<file path="src/rtl/alu_operand_stage.sv">
// alu_operand_stage
//   Selects ALU operand A and operand B from the datapath sources and holds
//   each selected pair in a 2-entry skid buffer. The buffer talks to the ALU
//   over a valid/ready handshake, so a stalled ALU never loses a pair.
//
// Ports
//   clk, rst_n          rising-edge clock, async active-low reset
//   flush               synchronous discard of every buffered entry
//   in_valid/in_ready   upstream handshake (in_ready is a flop output)
//   alu_src_a [1:0]     00 PC, 01 rdata1, 10 zero-ext shamt, 11 zero
//   alu_src_b [2:0]     000 rdata2, 001 INC_CONST, 010 ext_out,
//                       011 ext_out<<2, 100 zero-ext imm16, 101 zero,
//                       11x illegal (B=0, sel_err=1)
//   pc_addr, rdata1, rdata2, ext_out, imm16, shamt   operand sources
//   a, b, sel_err       output entry (main register)
//   out_valid/out_ready downstream handshake
module alu_operand_stage #(
    parameter int WIDTH     = 32,
    parameter int INC_CONST = 4,
    parameter int SHAMT_W   = 5
) (
    input  logic               clk,
    input  logic               rst_n,
    input  logic               flush,
    input  logic               in_valid,
    output logic               in_ready,
    input  logic [1:0]         alu_src_a,
    input  logic [2:0]         alu_src_b,
    input  logic [WIDTH-1:0]   pc_addr,
    input  logic [WIDTH-1:0]   rdata1,
    input  logic [WIDTH-1:0]   rdata2,
    input  logic [WIDTH-1:0]   ext_out,
    input  logic [15:0]        imm16,
    input  logic [SHAMT_W-1:0] shamt,
    output logic [WIDTH-1:0]   a,
    output logic [WIDTH-1:0]   b,
    output logic               sel_err,
    output logic               out_valid,
    input  logic               out_ready
);

    typedef struct packed {
        logic [WIDTH-1:0] a;
        logic [WIDTH-1:0] b;
        logic             err;
    } entry_t;

    // INC_CONST is truncated to the datapath width.
    localparam logic [WIDTH-1:0] INC_W = WIDTH'(INC_CONST);

    // ------------------------------------------------------------------
    // Operand selection (combinational on the inputs)
    // ------------------------------------------------------------------
    logic [WIDTH-1:0] w_shamt_ext;
    logic [WIDTH-1:0] w_imm_ext;
    logic [WIDTH-1:0] w_ext_sl2;
    entry_t           w_sel;

    // Unsigned size casts zero-extend (or truncate if WIDTH < 16).
    assign w_shamt_ext = WIDTH'(shamt);
    assign w_imm_ext   = WIDTH'(imm16);
    // Top two bits of ext_out fall off the end.
    assign w_ext_sl2   = {ext_out[WIDTH-3:0], 2'b00};

    always_comb begin
        w_sel = '0;
        case (alu_src_a)
            2'b00:   w_sel.a = pc_addr;
            2'b01:   w_sel.a = rdata1;
            2'b10:   w_sel.a = w_shamt_ext;
            default: w_sel.a = '0;
        endcase
        case (alu_src_b)
            3'b000:  w_sel.b = rdata2;
            3'b001:  w_sel.b = INC_W;
            3'b010:  w_sel.b = ext_out;
            3'b011:  w_sel.b = w_ext_sl2;
            3'b100:  w_sel.b = w_imm_ext;
            3'b101:  w_sel.b = '0;
            default: begin
                // Illegal B select: still honour A, flag the entry.
                w_sel.b   = '0;
                w_sel.err = 1'b1;
            end
        endcase
    end

    // ------------------------------------------------------------------
    // Skid buffer: main register drives the outputs, skid catches the
    // pair that arrives while the ALU is stalled.
    // ------------------------------------------------------------------
    entry_t r_main;
    entry_t r_skid;
    logic   r_main_vld;
    logic   r_skid_vld;
    logic   r_in_ready;

    logic   w_accept;
    logic   w_pop;
    logic   w_load_main;
    logic   w_shift;
    logic   w_load_skid;
    logic   w_main_vld_nxt;
    logic   w_skid_vld_nxt;

    assign w_accept = in_valid & r_in_ready;
    assign w_pop    = r_main_vld & out_ready;

    always_comb begin
        w_main_vld_nxt = r_main_vld;
        w_skid_vld_nxt = r_skid_vld;
        w_load_main    = 1'b0;
        w_shift        = 1'b0;
        w_load_skid    = 1'b0;
        if (flush) begin
            // Drop everything, including a concurrent accept; data holds.
            w_main_vld_nxt = 1'b0;
            w_skid_vld_nxt = 1'b0;
        end else if ((!r_main_vld || w_pop) && !r_skid_vld) begin
            w_load_main    = w_accept;
            w_main_vld_nxt = w_accept;
        end else if (w_pop && r_skid_vld) begin
            w_shift        = 1'b1;
            w_main_vld_nxt = 1'b1;
            w_load_skid    = w_accept;
            w_skid_vld_nxt = w_accept;
        end else if (r_main_vld && !out_ready && !r_skid_vld) begin
            w_load_skid    = w_accept;
            w_skid_vld_nxt = w_accept;
        end
    end

    always_ff @(posedge clk or negedge rst_n) begin
        if (!rst_n) begin
            r_main     <= '0;
            r_skid     <= '0;
            r_main_vld <= 1'b0;
            r_skid_vld <= 1'b0;
            r_in_ready <= 1'b1;
        end else begin
            r_main_vld <= w_main_vld_nxt;
            r_skid_vld <= w_skid_vld_nxt;
            // Registered ready: a free skid slot guarantees room for one
            // more pair whatever out_ready does next cycle.
            r_in_ready <= ~w_skid_vld_nxt;
            if (w_load_main) begin
                r_main <= w_sel;
            end else if (w_shift) begin
                r_main <= r_skid;
            end
            if (w_load_skid) begin
                r_skid <= w_sel;
            end
        end
    end

    assign a         = r_main.a;
    assign b         = r_main.b;
    assign sel_err   = r_main.err;
    assign out_valid = r_main_vld;
    assign in_ready  = r_in_ready;

endmodule
</file>
<file path="config.mk">
export PLATFORM = sky130hd
export DESIGN_NAME = alu_operand_stage
export DESIGN_NICKNAME = d
export VERILOG_FILES = /design/src/rtl/alu_operand_stage.sv
export SDC_FILE = /design/constraint.sdc
export NUM_CORES = 1
export LEC_CHECK = 0
export ABC_AREA = 0
export BUFFER_PORTS_ARGS = -buffer_cell sky130_fd_sc_hd__buf_2
export CELL_PAD_IN_SITES_DETAIL_PLACEMENT = 0
export CELL_PAD_IN_SITES_GLOBAL_PLACEMENT = 1
export CORE_ASPECT_RATIO = 0.7
export CORE_MARGIN = 2
export CORE_UTILIZATION = 38
export CTS_CLUSTER_SIZE = 16
export DETAILED_ROUTE_END_ITERATION = 6
export GPL_ROUTABILITY_DRIVEN = 0
export PLACE_DENSITY = 0.89
export SLEW_MARGIN = 15
export SYNTH_ARGS = -nofsm -noshare
export SYNTH_HDL_FRONTEND = slang
export SYNTH_SLANG_ARGS = --single-unit
</file>
<file path="constraint.sdc">
create_clock -name clk -period 2.3 [get_ports clk]
set_input_delay 0.23 -clock clk [delete_from_list [all_inputs] [get_ports clk]]
set_output_delay 0.23 -clock clk [all_outputs]
set_load 0.01 [all_outputs]
</file>
# Word-level counts from Yosys, hierarchy flattened
# Index checks and enable logic that the tools add are counted.
dict set report classes {
  n_addsub 0
  multipliers 0
  div 0
  magnitude_cmp 0
  n_eq_ne 7
  n_shift 0
  muxes 21
  bitwise 3
  reduce_logical 13
}
# op n
set op_table {}
lappend op_table {{$pmux W32 S5} 1}
lappend op_table {{$mux W65} 2}
lappend op_table {{$pmux W32 S3} 1}
lappend op_table {{$mux W1} 17}
lappend op_table {{$eq A3 B2 Y1 const B} 2}
lappend op_table {{$eq A3 B3 Y1 const B} 2}
lappend op_table {{$reduce_or A6 Y1} 1}
lappend op_table {{$logic_and A1 B1 Y1} 4}
lappend op_table {{$eq A3 B1 Y1 const B} 1}
lappend op_table {{$logic_not A1 Y1} 3}
lappend op_table {{$logic_not A3 Y1} 1}
lappend op_table {{$reduce_bool A3 Y1} 1}
lappend op_table {{$and A1 B1 Y1} 2}
lappend op_table {{$eq A2 B1 Y1 const B} 1}
lappend op_table {{$eq A2 B2 Y1 const B} 1}
lappend op_table {{$logic_not A2 Y1} 1}
lappend op_table {{$reduce_bool A2 Y1} 1}
lappend op_table {{$logic_or A1 B1 Y1} 1}
lappend op_table {{$not A1 Y1} 1}
dict set report word_totals {
  ff_bits 133
  latchBits 0
  mem_bits_rw 0
  rom_bits 0
  input_bits 159
  out_inout_bits 67
  mem_count 0
}

# Depth between registers and ports, before layout
dict set report logic_depth {
  depth_word 8
  ltp_mapped 8
  ltp_nobuf 4
}

# Worst setup path after synthesis
# No wires, ideal clock.
dict set report synth_timing {
  path_kind {reg2reg}
  from {register r_in_ready (netlist: in_ready)}
  to {register r_main (netlist bit a[30])}
  arrival_ns 1.708
  slack_ns 0.460
  path_stages_with_launch 8
  path_cell_list {dfstp_2 > a21oi_1 > or4_1 > clkbuf_1 > buf_4 > buf_2 > nand2_1 > o21ai_1}
}
dict set report synth_via {
  elab_chain_cells 4
}
# item line_no
set synth_lines {}
lappend synth_lines {{start: declaration} 96} ;# logic r_in_ready;
lappend synth_lines {{start signal: assignment} 145} ;# r_in_ready <= ~w_skid_vld_nxt;
lappend synth_lines {{$and A1 B1 Y1 (*)} 106} ;# assign w_accept = in_valid & r_in_ready;
lappend synth_lines {{$mux W1 (*)} 119} ;# end else if ((!r_main_vld || w_pop) && !r_skid_vld) begin
lappend synth_lines {{$mux W1 (*)} 115} ;# if (flush) begin
lappend synth_lines {{$mux W65 or $reduce_bool A2 Y1 (tied branches)} n/a}
lappend synth_lines {{end signal: assignment} 147} ;# r_main <= w_sel;
lappend synth_lines {{end signal: assignment} 149} ;# r_main <= r_skid;
lappend synth_lines {{end: declaration} 92} ;# entry_t r_main;
# Every way passes the cells marked *; elsewhere a longest branch is shown, timed or not.
# A chain may end at the register's enable or synchronous reset.

# Final worst setup path
dict set report layout_timing {
  from {register r_skid_vld}
  to {register r_skid[24] (netlist name)}
}
dict set report layout_via {
  elab_chain_cells 6
}
# item line_no
set layout_lines {}
lappend layout_lines {{start: declaration} 95} ;# logic r_skid_vld;
lappend layout_lines {{start signal: assignment} 142} ;# r_skid_vld <= w_skid_vld_nxt;
lappend layout_lines {{$logic_not A1 Y1} {119, 127}}
lappend layout_lines {{$logic_and A1 B1 Y1} 127} ;# end else if (r_main_vld && !out_ready && !r_skid_vld) begin
lappend layout_lines {{$mux W1} 127}
lappend layout_lines {{$mux W1} 122} ;# end else if (w_pop && r_skid_vld) begin
lappend layout_lines {{$mux W1 (*)} 119}
lappend layout_lines {{$mux W1 (*)} 115}
lappend layout_lines {{end signal: assignment} 152} ;# r_skid <= w_sel;
lappend layout_lines {{end: declaration} 93} ;# entry_t r_skid;
# Marked as above.

==> metrics.yaml <==
most-common-layout-cells: "buf_2, nand2_1, dfrtp_1, nor2_1"
grt_overflow: 0
synth_top_area_cell: "dfrtp_1"
clockBufferDepth: 2
required_ns: 2.62
dr_wl_met2_mm: 8.55
finalSetupViolations: 0
ys.flop_type: "dfrtp_1"
holdWs_ns: 0.152
cts_tree: "built"
antenna_found_initial: 0
powerDensity_nw_per_um2: 972
maxSlewViolCount: 0
power_leakage_uw: 0.00431
antenna_cells: 0
rsz0062_at_grt: "false"
io_pins: 226
synthTopCellsByArea: "dfrtp_1, nand2_1, mux2i_1"
ant_nets: 0
start_util: 0.391
clk_pin_slew_ns: 0.06
port_buffers: 225
avgRoutedWirePerCell_um: 16.5
ir_worst_vdd_uv: 487
hpwlAfterDp_mm: 13.8
wl_met3_mm: 1.40
drt_iter0_markers: 389
synthDistinctLibCells: 46
worst_pin_slew_ns: 0.734
route.detailed.drc: 0
cts_root_buffer: "clkbuf_16"
synth_nets: 891
fillers: 1653
setup_tns_ns: 0
vias: 6113
grt_first_pass_wirelength_mm: 30.5
netlist_instances: 732
placed_area_sq_um: 8130
area_delta_synth_final_pct: 30.7
final_common_cell: "buf_2"
synth-edff-count: 0
ys_seq_area_frac: 0.493
timing_worst_setup_path_type: "register to register"
finalCritPeriodShare: 0.879
grt_pass1_vias: 5733
maxCapViolCount: 0
final-hold-violation-count: 0
path_max_fanout: 80
netlist_area_sq_um: 6750
synth_top_area_share: 0.489
grt_max_degree: 134
num_rows: 40
clock_sinks: 133
design_area_sq_um: 8820
drt_wl_total_mm: 19.5
min_period_ns: 2.02
async_flop_share: 1.00
dieArea_sq_um: 18900
finalNetCount: 1096
post_cts_buffers: 0
synth_warnings: 0
cp-start-kind: "register"
synth-seq-cells: 133
end_kind: "register"
die_h_um: 116
clock_latency_ns: 0.41
grt_use_total: 0.206
core_sq_um: 17300
avgSynthCellArea_sq_um: 9.22
status: "finished clean"
viasPerCell: 5.18
fmax_mhz: 495
die_w_um: 163
arrival_ns: 2.34
top_layer: "met4"
clock_skew_ns: 0.00761
holdCritPathClass: "input port to register"
drive_gt1_frac: 0.340
cts_htree_levels: 4
cts_buffers: 17
dr.pass1.iters: 5
relSlewSlack: 0.511
drt-met1-wl_mm: 9.32
-- flip-flops by register name, summed over array words and instances (netlist names) --
register,cells
a,32
b,32
in_ready,1
out_valid,1
r_skid,65
r_skid_vld,1
sel_err,1
-- routing by layer --
| metal | vias to the layer above | global-route usage |
|---|---|---|
| li1 | 2999 | - |
| met1 | 2918 | 0.298 |
| met2 | 178 | 0.312 |
| met3 | 18 | 0.0469 |
| met4 | 0 | 0.0578 |
| met5 | - | 0 |
-- synthesized netlist by cell type, types with 2 or more instances --
cell	number
nand2_1	147
dfrtp_1	132
nor2_1	62
mux2i_1	52
o22ai_1	52
a21oi_1	42
clkbuf_1	34
o21ai_0	34
o21ai_1	27
buf_2	21
mux2_2	17
or2_2	13
a211oi_1	11
a22oi_1	11
nor3_1	10
a221oi_1	7
nand2b_1	6
o31ai_2	6
or3_1	6
nor3b_1	5
buf_6	4
nor2b_1	4
buf_1	2
nand3_1	2
o21a_1	2
o221ai_1	2
o22a_1	2
-- power by group --
part           switching (uW)  internal [uW]  leakage (uW)
Sequential                395           3020       0.00170
Combinational            1140            884       0.00228
Clock                    1040           2100      0.000328
-- repair_timing --
item | in CTS | in global routing
endpoints found under the hold margin | 132 | 0
resized for setup | 0 | 0
hold buffers | 1 | 0
-- cells by family (layout without fill, tap and decap cells) --
logic type / Yosys count / in the layout / synth area share
and+or+nand+nor: 266 / 266 / 0.174
AOI/OAI and AO/OA: 200 / 200 / 0.182
DFF: 133 / 133 / 0.493
muxes: 69 / 69 / 0.105
buffers and inverters: 63 / 281 / 0.0439
xor gates and xnor gates: 1 / 1 / 0.00130
-- path summary, 6_finish.rpt --
kind / start / to / slack (ns) / cells past startpoint
setup / recovery: r_skid_vld / r_skid[24] / 0.28 / 4
hold / removal: shamt[3] / r_skid[36] / 0.15 / 3
setup reg to reg: r_skid_vld / r_skid[24] / 0.28 / 4
hold reg to reg: r_skid[43] / r_skid[43] / 0.48 / 2
max in group asynchronous: rst_n / b[30] / 1.27 / 3
min in group asynchronous: rst_n / b[14] / 0.44 / 3
-- stage by stage --
step,setup WS [ns],power [uW],std cells,util
floorplan,0.460,4550,732,-
global route,0.159,9060,1181,0.511
detailed placement,0.306,5480,1148,0.471
CTS,0.284,8650,1181,0.511
finish,0.278,8570,1181,0.511
global placement,0.352,5420,1148,0.471
-- critical path, cell delays in order, from the launching register on --
cell,delay [ns]
dfrtp_1,0.49
xor2_1,0.24
or4b_4,0.64
buf_12,0.25
o31ai_2,0.26
-- final cells by class --
type | count | area, sq um | share of cell area
sequential | 133 | 3330 | 0.377
multi-input combinational | 536 | 3140 | 0.357
timing repair buffer | 248 | 1370 | 0.155
clock buffer | 21 | 460 | 0.0522
tap | 231 | 289 | 0.0328
clock inverter | 11 | 223 | 0.0253
inverter | 1 | 3.75 | 0.000426
No activity file was read; power rests on OpenSTA's default activity.
